===== src/rtl/seg_scan_ctrl.sv =====
// Score display controller: sequential binary-to-BCD conversion feeding a
// time-multiplexed 4-digit 7-segment scan with leading-zero blanking.
module seg_scan_ctrl #(
   parameter int BIN_W    = 14,
   parameter int SCAN_DIV = 10000,
   parameter int BLANK_LZ = 1
) (
   input  logic             clk,
   input  logic             rst_n,
   input  logic             load,
   input  logic [BIN_W-1:0] value_in,
   output logic             busy,
   output logic             done,
   output logic [3:0]       bcd_digit,
   output logic [3:0]       digit_com,
   output logic             seg_blank
);

   localparam int CW = $clog2(BIN_W + 1);
   localparam int PW = (SCAN_DIV > 1) ? $clog2(SCAN_DIV) : 1;

   typedef enum logic [1:0] {IDLE, SHIFT, LATCH} state_t;

   state_t           state_q, state_d;
   logic [BIN_W-1:0] bin_q, bin_d, sat;
   logic [15:0]      acc_q, acc_d, adj;
   logic [15:0]      disp_q, disp_d;
   logic [CW-1:0]    cnt_q, cnt_d;
   logic [PW-1:0]    pre_q, pre_d;
   logic [1:0]       idx_q, idx_d;
   logic [3:0]       com_q, com_d;
   logic [3:0]       dig_q, dig_d;
   logic             blank_q, blank_d;
   logic             wrap;

   always_comb begin
      sat = value_in;
      if (32'(value_in) > 32'd9999) sat = BIN_W'(9999);
   end

   // Double-dabble correction applied before every shift
   always_comb begin
      adj = acc_q;
      for (int k = 0; k < 4; k++) begin
         if (acc_q[4*k +: 4] >= 4'd5) adj[4*k +: 4] = acc_q[4*k +: 4] + 4'd3;
      end
   end

   always_comb begin
      state_d = state_q;
      bin_d   = bin_q;
      acc_d   = acc_q;
      cnt_d   = cnt_q;
      disp_d  = disp_q;
      case (state_q)
         IDLE: begin
            if (load) begin
               bin_d   = sat;
               acc_d   = '0;
               cnt_d   = '0;
               state_d = SHIFT;
            end
         end
         SHIFT: begin
            {acc_d, bin_d} = {adj, bin_q} << 1;
            cnt_d = cnt_q + 1'b1;
            // Display is written on the final shift so it is valid with done
            if (cnt_q == CW'(BIN_W - 1)) begin
               disp_d  = acc_d;
               state_d = LATCH;
            end
         end
         LATCH:   state_d = IDLE;
         default: state_d = IDLE;
      endcase
   end

   assign wrap  = (pre_q == PW'(SCAN_DIV - 1));
   assign pre_d = wrap ? '0 : pre_q + 1'b1;
   assign idx_d = wrap ? idx_q + 2'd1 : idx_q;
   assign com_d = ~(4'b0001 << idx_q);
   assign dig_d = disp_q[{idx_q, 2'b00} +: 4];

   always_comb begin
      blank_d = 1'b0;
      case (idx_q)
         2'd1:    blank_d = (disp_q[15:4] == 12'd0);
         2'd2:    blank_d = (disp_q[15:8] == 8'd0);
         2'd3:    blank_d = (disp_q[15:12] == 4'd0);
         default: blank_d = 1'b0;
      endcase
      if (BLANK_LZ == 0) blank_d = 1'b0;
   end

   always_ff @(posedge clk or negedge rst_n) begin
      if (!rst_n) begin
         state_q <= IDLE;
         bin_q   <= '0;
         acc_q   <= '0;
         cnt_q   <= '0;
         disp_q  <= '0;
         pre_q   <= '0;
         idx_q   <= '0;
         com_q   <= 4'b1110;
         dig_q   <= '0;
         blank_q <= 1'b0;
      end else begin
         state_q <= state_d;
         bin_q   <= bin_d;
         acc_q   <= acc_d;
         cnt_q   <= cnt_d;
         disp_q  <= disp_d;
         pre_q   <= pre_d;
         idx_q   <= idx_d;
         com_q   <= com_d;
         dig_q   <= dig_d;
         blank_q <= blank_d;
      end
   end

   assign busy      = (state_q != IDLE);
   assign done      = (state_q == LATCH);
   assign digit_com = com_q;
   assign bcd_digit = dig_q;
   assign seg_blank = blank_q;

endmodule


===== config.mk =====
export PLATFORM = sky130hd
export DESIGN_NAME = seg_scan_ctrl
export DESIGN_NICKNAME = d
export VERILOG_FILES = /design/src/rtl/seg_scan_ctrl.sv
export SDC_FILE = /design/constraint.sdc
export NUM_CORES = 1
export LEC_CHECK = 0
export ABC_AREA = 1
export CAP_MARGIN = 20
export CORE_MARGIN = 10
export CORE_UTILIZATION = 59
export DETAILED_ROUTE_END_ITERATION = 12
export PLACE_DENSITY = 0.8
export SLEW_MARGIN = 20
export SYNTH_ARGS = -nofsm -noshare
export SYNTH_HDL_FRONTEND = slang
export SYNTH_SLANG_ARGS = --single-unit
export TNS_END_PERCENT = 100

===== constraint.sdc =====
create_clock -name clk -period 1.8 [get_ports clk]
set_input_delay 0.36 -clock clk [delete_from_list [all_inputs] [get_ports clk]]
set_output_delay 0.36 -clock clk [all_outputs]
set_load 0.005 [all_outputs]

==> impl_table.tex, run 1 <==
\begin{tabular}{lr}
\hline
Metric & Value \\
\hline
\multicolumn{2}{l}{\textbf{Finish}} \\
\quad Layout filler cell count & between 500 and 600 \\
\quad Fraction of layout instances using a drive strength above 1 & 0.0749 \\
\quad Final net count & roughly 550 \\
\quad Area growth from synthesis to layout & 14.1\% \\
\quad Antenna diodes & 0 \\
\multicolumn{2}{l}{\textbf{Synth}} \\
\quad Biggest area consumer among synthesized cells & sky130\_fd\_sc\_hd\_\_dfrtp\_1 \\
\quad Arithmetic-cell share of the synthesized area counting full adders, half adders and majority gates & 0.0506 \\
\quad Proportion of synthesized area in mux cells & 0 \\
\quad Combinational family with the most area after synthesis & simple AND/OR/NAND/NOR gates \\
\quad Synthesis-stage register bit count & 77 \\
\quad Main area contributors after synthesis & sky130\_fd\_sc\_hd\_\_dfrtp\_1 47\%, sky130\_fd\_sc\_hd\_\_nand2\_1 15\%, sky130\_fd\_sc\_hd\_\_ha\_1 5.1\% \\
\quad Cells after synthesis & $\sim$480 \\
\quad Synth cell types & 30 \\
\quad Warnings from Yosys & 0 \\
\quad Xor/xnor share of the synthesized area & 0.0244 \\
\quad Proportion of synthesized chip area in sequential cells & 0.488 \\
\quad Avg Cell Area, Syn & just over 8 sq um \\
\quad Compound-Gate Fraction of Synth Area & 0.0795 \\
\quad Proportion of netlist area held by the largest area contributor & 0.469 \\
\quad Simple-gate share of the synthesized area & 0.278 \\
\quad Post-Syn Area & 3950 sq um \\
\quad Nets in the synthesized netlist & $\sim$500 \\
\multicolumn{2}{l}{\textbf{Global routing}} \\
\quad Initial antenna violation count & 0 \\
\quad Aggregate global routing overflow & 0 \\
\quad Global-route wire length before repair & between 10000 and 15000 um \\
\quad Number of global-route vias before repair & around 3000 \\
\quad Total GRT Usage & 0.165 \\
\quad Largest net degree at the start of global routing & 37 \\
\multicolumn{2}{l}{\textbf{Routing}} \\
\quad Iter 0 DRT Violations & 221 \\
\quad Number of detailed-route iterations in the first pass & 5 \\
\quad Routed via count & 3165 \\
\quad Vias per cell & between 5 and 6 \\
\quad Post-DR wirelength/cell & approximately 14 um \\
\quad Antenna Violating Nets Remaining & 0 \\
\quad Drc violations & 0 \\
\quad Final wirelength & around 8100 um \\
\multicolumn{2}{l}{\textbf{Power}} \\
\quad Maximum vdd ir drop & about 1.2 mV \\
\quad PwrDens & around 1400 nW/um\^{}2 \\
\quad Leakage & between 2 and 2.5 nW \\
\multicolumn{2}{l}{\textbf{Critical path}} \\
\quad Worst setup path startpoint & state\_q[1] \\
\quad Kind of critical path & flop to output pin \\
\quad Critical path's top delay family & buffers and inverters \\
\quad CP endpoint kind & output pin \\
\quad CP bufs+invs & 2 \\
\quad Ordered cell list for the critical path & nor2\_1, inv\_1, clkdlybuf4s50\_1 \\
\quad Cell type of the slowest stage on the worst timing path & sky130\_fd\_sc\_hd\_\_clkdlybuf4s50\_1 \\
\quad Crit start category & flop \\
\quad Data arrival at the endpoint of the critical path & around 1400 ps \\
\quad Startpoint of the worst-slack reg-to-reg timing path & state\_q[0] \\
\quad Critical path's largest stage delay & 450 ps \\
\quad Maximum fanout count along the critical path & 2 \\
\quad Required time of the critical path & approximately 1400 ps \\
\multicolumn{2}{l}{\textbf{Floorplanning}} \\
\quad Ports & 28 \\
\quad Initial core utilization & 0.615 \\
\quad Die height & between 100 and 150 um \\
\quad Total number of placement rows & 29 \\
\quad Die area & 10400 sq um \\
\quad Die Width & roughly 100 um \\
\quad Core footprint & around 6400 sq um \\
\multicolumn{2}{l}{\textbf{Placed design}} \\
\quad Count of port buffers added during placement & 27 \\
\quad Detailed placer's ending HPWL & 5780 um \\
\quad Placer Congestion & about 0.84 \\
\quad Post-place setup slack & 165 ps \\
\multicolumn{2}{l}{\textbf{CTS}} \\
\quad Clock tree root buffer cell & sky130\_fd\_sc\_hd\_\_clkbuf\_8 \\
\quad Number of buffers inserted during clock tree synthesis & 9 \\
\quad Clock slew at reported path FFs & 80 ps \\
\quad H-Tree Level Count & 3 \\
\quad Clock tree from TritonCTS & built \\
\quad Clock latency reported for the late side of the worst-skew pair & roughly 350 ps \\
\quad Clk buf depth & 2 \\
\quad Clock sink count & between 70 and 80 \\
\multicolumn{2}{l}{\textbf{Timing}} \\
\quad Setup repair after global routing missed its margin & false \\
\quad Maximum achievable frequency & roughly 580 MHz \\
\quad Final worst-path cycle share & 0.954 \\
\quad Worst-case headroom to the max-slew limit & 0.718 \\
\quad Hold WS & roughly 440 ps \\
\quad Worst Setup Slack, final & between 80 and 90 ps \\
\quad Slew at the pin with the worst max-slew slack & approximately 420 ps \\
\quad Final max-slew violation count & 0 \\
\quad Final setup TNS & 0 ps \\
\quad Minimum clock period & 1720 ps \\
\quad Final count of negative-setup-slack endpoints & 0 \\
\quad Worst clock skew & $\sim$6.8 ps \\
\quad Final Hold Violating Endpoints & 0 \\
\multicolumn{2}{l}{\textbf{Hold path}} \\
\quad Type of the worst min-delay path & primary input to asynchronous set/reset pin \\
\multicolumn{2}{l}{\textbf{Status}} \\
\quad Run status & finished, final reports clean \\
\multicolumn{2}{l}{\textbf{Flow run}} \\
\quad \# Max-Cap Violations & 0 \\
\hline
\end{tabular}
==> synthesized netlist by cell type (all sizes together) <==
master  count
ha         16
nor3        5
xnor2       1
o21bai      1
a22oi       4
nand2     156
dfrtp      74
o22ai       5
nand4       5
nand3      37
dfstp       3
o21ai      42
clkinv      1
inv        56
buf        11
xor2       10
a21oi       7
nor2       48
==> final timing paths <==
path	endpoint	slack [ps]	depth (start not counted)
worst max register to register	bin_q[10]	270	8
min in group clk	bin_q[1]	480	2
worst min register to register	bin_q[1]	480	2
worst min-delay path	bcd_digit[0]	440	2
max in group asynchronous	disp_q[12]	810	3
worst max-delay path	busy	80	3
==> power by group <==
part	internal (mW)	leakage [nW]	switching, mW
sequential	2.32	0.960	0.387
combinational	0.877	1.22	1.52
clock	0.812	0.113	0.611
==> metrics by stage <==
| step | area [sq um] | total power, mW | cells | util |
|---|---|---|---|---|
| 2_1_floorplan | 3950 | 4.44 | 482 | - |
| 3_3_place_gp | 4270 | 4.91 | 580 | 0.665 |
| 3_5_place_dp | 4270 | 5.08 | 580 | 0.665 |
| 4_1_cts | 4500 | 6.53 | 597 | 0.701 |
| 5_1_grt | 4510 | 7.08 | 598 | 0.702 |
| 6_report | 4510 | 6.53 | 598 | 0.702 |
==> cell families (layout without fill, tap and decap cells) <==
logic type,Yosys count,in the layout
simple gates,251,251
flops,77,77
buf+inv,68,107
compound gates,59,59
fa+ha+maj,16,16
xor+xnor,11,11
==> final cells by class <==
class                   instances  area [sq um]  area share
well taps                      77          96.3      0.0214
flip-flops and latches         77          1930       0.428
inverters                      57           219      0.0486
multi-input cells             337          1710       0.379
clock inverters                 5          75.1      0.0166
repair buffers                 34           338      0.0749
clock buffers                  11           141      0.0314
==> sequential cells by signal (all words and copies together), names as in the netlist <==
register   cells
acc_q         16
disp_q        16
bin_q         14
pre_q         14
bcd_digit      4
cnt_q          4
digit_com      4
idx_q          2
state_q        2
seg_blank      1
==> routing by layer <==
layer,GRT usage,share of wire,vias up
met4,0.0748,0.0092,0
met1,0.207,0.46,1477
met5,0,0,-
li1,-,-,1601
met3,0.0331,0.050,9
met2,0.269,0.48,78
==> placed cells by master (no fill, tap or decap), types with 3 or more instances in the layout <==
cell type                         netlist  layout
sky130_fd_sc_hd__a21oi_1                7       7
sky130_fd_sc_hd__a22oi_1                4       4
sky130_fd_sc_hd__buf_4                  3       6
sky130_fd_sc_hd__clkbuf_8               0      10
sky130_fd_sc_hd__clkdlybuf4s50_1        0      25
sky130_fd_sc_hd__clkinv_2               0       3
sky130_fd_sc_hd__dfrtp_1               74      74
sky130_fd_sc_hd__dfstp_2                3       3
sky130_fd_sc_hd__ha_1                  16      16
sky130_fd_sc_hd__inv_1                 51      51
sky130_fd_sc_hd__inv_2                  3       3
sky130_fd_sc_hd__nand2_1              154     154
sky130_fd_sc_hd__nand3_1               37      37
sky130_fd_sc_hd__nand4_1                4       4
sky130_fd_sc_hd__nor2_1                43      43
sky130_fd_sc_hd__nor2_4                 3       3
sky130_fd_sc_hd__nor3_1                 4       4
sky130_fd_sc_hd__o21ai_0               39      39
sky130_fd_sc_hd__o21ai_1                3       3
sky130_fd_sc_hd__o22ai_1                5       5
sky130_fd_sc_hd__xor2_1                10      10
==> worst reg2reg max path, cell delays in order (launching register included) <==
cell	delay, ps
sky130_fd_sc_hd__dfrtp_1	380
sky130_fd_sc_hd__buf_4	130
sky130_fd_sc_hd__nand2_4	140
sky130_fd_sc_hd__inv_4	330
sky130_fd_sc_hd__nor2_4	100
sky130_fd_sc_hd__inv_2	140
sky130_fd_sc_hd__nand2_1	80
sky130_fd_sc_hd__nand2_1	80
sky130_fd_sc_hd__nand2_1	50
==> what timing repair did <==
action                                  CTS  global route
endpoints found under the setup margin    0             2
setup buffers                             0             1
resized for setup                         0             1
hold buffers                              1             0
hold endpoints to repair                 18             0
Note: power is estimated with default switching activity, not from simulation.
==> run 2: changes to the inputs <==
--- a/config.mk
+++ b/config.mk
@@ -11,7 +11,6 @@
 export CORE_UTILIZATION = 59
 export DETAILED_ROUTE_END_ITERATION = 12
 export PLACE_DENSITY = 0.8
-export SLEW_MARGIN = 20
 export SYNTH_ARGS = -nofsm -noshare
 export SYNTH_HDL_FRONTEND = slang
 export SYNTH_SLANG_ARGS = --single-unit
==> results of run 2 <==
No change in the layout: final DEF, timing and power equal those of run 1.
==> run 3: changes to the inputs <==
--- a/config.mk
+++ b/config.mk
@@ -10,7 +10,9 @@
 export CORE_MARGIN = 10
 export CORE_UTILIZATION = 59
 export DETAILED_ROUTE_END_ITERATION = 12
+export MAX_ROUTING_LAYER = met4
 export PLACE_DENSITY = 0.8
+export SETUP_SLACK_MARGIN = 0.02
 export SYNTH_ARGS = -nofsm -noshare
 export SYNTH_HDL_FRONTEND = slang
 export SYNTH_SLANG_ARGS = --single-unit
==> impl_table.tex, run 3 (synthesis gave the netlist of run 1 again) <==
\begin{tabular}{lr}
\hline
Metric & Value \\
\hline
\multicolumn{2}{l}{\textbf{Hold path}} \\
\quad Type of the worst min-delay path & primary input to asynchronous set/reset pin \\
\multicolumn{2}{l}{\textbf{Timing}} \\
\quad Final count of negative-setup-slack endpoints & 0 (unchanged) \\
\quad Final max-slew violation count & 0 (unchanged) \\
\quad Slew at the pin with the worst max-slew slack & 439 ps (+20.8 ps) \\
\quad Final Hold Violating Endpoints & 0 (unchanged) \\
\quad Worst Setup Slack, final & 87.0 ps (+4.09 ps) \\
\quad Final setup TNS & 0 ps (unchanged) \\
\quad Worst clock skew & 7.59 ps (+0.767 ps) \\
\quad Minimum clock period & 1710 ps (-4.09 ps) \\
\quad Setup repair after global routing missed its margin & false \\
\quad Worst-case headroom to the max-slew limit & 0.704 (-0.0140) \\
\quad Maximum achievable frequency & 584 MHz (+0.24\%) \\
\quad Final worst-path cycle share & 0.952 (-0.00227) \\
\multicolumn{2}{l}{\textbf{Critical path}} \\
\quad Cell type of the slowest stage on the worst timing path & sky130\_fd\_sc\_hd\_\_dfstp\_2 \\
\quad Crit start category & flop \\
\quad Ordered cell list for the critical path & clkdlybuf4s50\_1 \\
\quad Maximum fanout count along the critical path & 1 (-1) \\
\quad Kind of critical path & flop to output pin \\
\quad Critical path's top delay family & flip-flops \\
\quad Critical path's largest stage delay & 520 ps (+70 ps) \\
\quad Data arrival at the endpoint of the critical path & 1350 ps (about the same) \\
\quad Required time of the critical path & 1440 ps (about the same) \\
\quad CP endpoint kind & output pin \\
\quad CP bufs+invs & 1 (-1) \\
\multicolumn{2}{l}{\textbf{Placed design}} \\
\quad Count of port buffers added during placement & 27 (unchanged) \\
\quad Detailed placer's ending HPWL & 5780 um (unchanged) \\
\quad Placer Congestion & 0.856 (+1.6\%) \\
\quad Number of placed instances, taps included & 580 (unchanged) \\
\quad Post-place setup slack & 165 ps (unchanged) \\
\multicolumn{2}{l}{\textbf{CTS}} \\
\quad Number of buffers inserted during clock tree synthesis & 9 (unchanged) \\
\quad Clock tree root buffer cell & sky130\_fd\_sc\_hd\_\_clkbuf\_8 \\
\quad Clock slew at reported path FFs & 80 ps (about the same) \\
\quad Clock tree from TritonCTS & built \\
\quad H-Tree Level Count & 3 (unchanged) \\
\quad Clk buf depth & 2 (unchanged) \\
\quad Clock sink count & 77 (unchanged) \\
\quad Clock latency reported for the late side of the worst-skew pair & 350 ps (about the same) \\
\multicolumn{2}{l}{\textbf{Global routing}} \\
\quad Total GRT Usage & 0.170 (+0.00503) \\
\quad Initial antenna violation count & 0 (unchanged) \\
\quad Largest net degree at the start of global routing & 37 (unchanged) \\
\quad Number of global-route vias before repair & 3026 (-0.099\%) \\
\quad Global-route wire length before repair & 13800 um (about the same) \\
\quad Aggregate global routing overflow & 0 (unchanged) \\
\multicolumn{2}{l}{\textbf{Floorplanning}} \\
\quad Total number of placement rows & 29 (unchanged) \\
\quad Die height & 102 um (unchanged) \\
\quad Initial core utilization & 0.615 (unchanged) \\
\quad Die Width & 102 um (unchanged) \\
\quad Core footprint & 6420 sq um (unchanged) \\
\quad Ports & 28 (unchanged) \\
\quad Die area & 10400 sq um (unchanged) \\
\multicolumn{2}{l}{\textbf{Finish}} \\
\quad Regs by FF count & acc\_q x16, disp\_q x16 \\
\quad Fraction of layout instances using a drive strength above 1 & 0.0749 (unchanged) \\
\quad Layout filler cell count & 510 (+0.39\%) \\
\quad Finished Core Util & 0.702 (about the same) \\
\quad Antenna diodes & 0 (unchanged) \\
\quad Most common cell after layout, fill and taps aside & sky130\_fd\_sc\_hd\_\_nand2\_1 \\
\quad Final net count & 549 (unchanged) \\
\quad Footprint of the multi-input gates & 1710 sq um (unchanged) \\
\quad Most frequent cells in the layout & 154 x sky130\_fd\_sc\_hd\_\_nand2\_1, 74 x sky130\_fd\_sc\_hd\_\_dfrtp\_1, 51 x sky130\_fd\_sc\_hd\_\_inv\_1, 43 x sky130\_fd\_sc\_hd\_\_nor2\_1, 39 x sky130\_fd\_sc\_hd\_\_o21ai\_0 \\
\quad Register Area & 1930 sq um (unchanged) \\
\quad Area growth from synthesis to layout & 14.1\% (about the same) \\
\quad Final std cells w/o fill & 598 (unchanged) \\
\multicolumn{2}{l}{\textbf{Routing}} \\
\quad Number of detailed-route iterations in the first pass & 5 (unchanged) \\
\quad Routed via count & 3197 (+1.0\%) \\
\quad Post-DR wirelength/cell & 13.6 um (+0.43\%) \\
\quad Antenna Violating Nets Remaining & 0 (unchanged) \\
\quad Drc violations & 0 (unchanged) \\
\quad Iter 0 DRT Violations & 218 (-1.4\%) \\
\quad Final wirelength & 8110 um (+0.43\%) \\
\quad Vias per cell & 5.35 (+1.0\%) \\
\multicolumn{2}{l}{\textbf{Flow run}} \\
\quad \# Max-Cap Violations & 0 (unchanged) \\
\multicolumn{2}{l}{\textbf{Power}} \\
\quad Leakage & 2.28 nW (-0.50\%) \\
\quad PwrDens & 1450 nW/um\^{}2 (about the same) \\
\quad Maximum vdd ir drop & 1.23 mV (-0.29\%) \\
\quad Total design power & 6.53 mW (about the same) \\
\multicolumn{2}{l}{\textbf{Status}} \\
\quad Run status & finished, final reports clean \\
\hline
\end{tabular}
run 3: cell count changes in the layout (fill, tap and decap cells not counted):
cell,change
sky130_fd_sc_hd__clkdlybuf4s50_1,-1
sky130_fd_sc_hd__dlygate4sd2_1,+1
run 3: layout make-up:
cell class / instances / share of cell area
clock buffers: 11 / 0.0314
clock inverters: 5 / 0.0167
inverters: 57 / 0.0486
multi-input cells: 337 / 0.379
flip-flops and latches: 77 / 0.428
well taps: 77 / 0.0214
repair buffers: 34 / 0.0747
run 3: final timing paths:
check / start / endpoint / slack [ps] / cells past startpoint
hold / removal: rst_n / pre_q[10] / 440 / 2
max in group asynchronous: rst_n / disp_q[12] / 810 / 3
min in group clk: bin_q[1] / bin_q[1] / 480 / 2
setup reg to reg: state_q[0] / bin_q[13] / 270 / 7
setup / recovery: digit_com[1] / digit_com[1] / 90 / 1
hold reg to reg: bin_q[1] / bin_q[1] / 480 / 2
run 3: metal layers:
layer  GRT usage  vias to the layer above  routed length [um]
met3      0.0304                       15                 389
met1       0.208                     1495                3700
met5           -                        -                   0
met4      0.0748                        0                 131
met2       0.269                       89                3890
li1            -                     1598                   -
run 3: per-stage QoR:
step | area (sq um) | hold slack [ps]
floorplan | 3950 | 64.4
detailed placement | 4270 | 275
finish | 4510 | 445
CTS | 4500 | 447
global placement | 4270 | 270
global route | 4510 | 468
run 3: what timing repair did:
item | in CTS | in global routing
buffers inserted | 0 | 1
resized for setup | 1 | 1
gates cloned | 0 | 0
endpoints found under the hold margin | 18 | 0
pin swaps | 0 | 1
endpoints found under the setup margin | 1 | 1
hold buffers | 1 | 0
run 3: power breakdown:
part	internal [mW]	switching [mW]
logic	0.875	1.52
registers	2.32	0.383
clock network	0.812	0.616
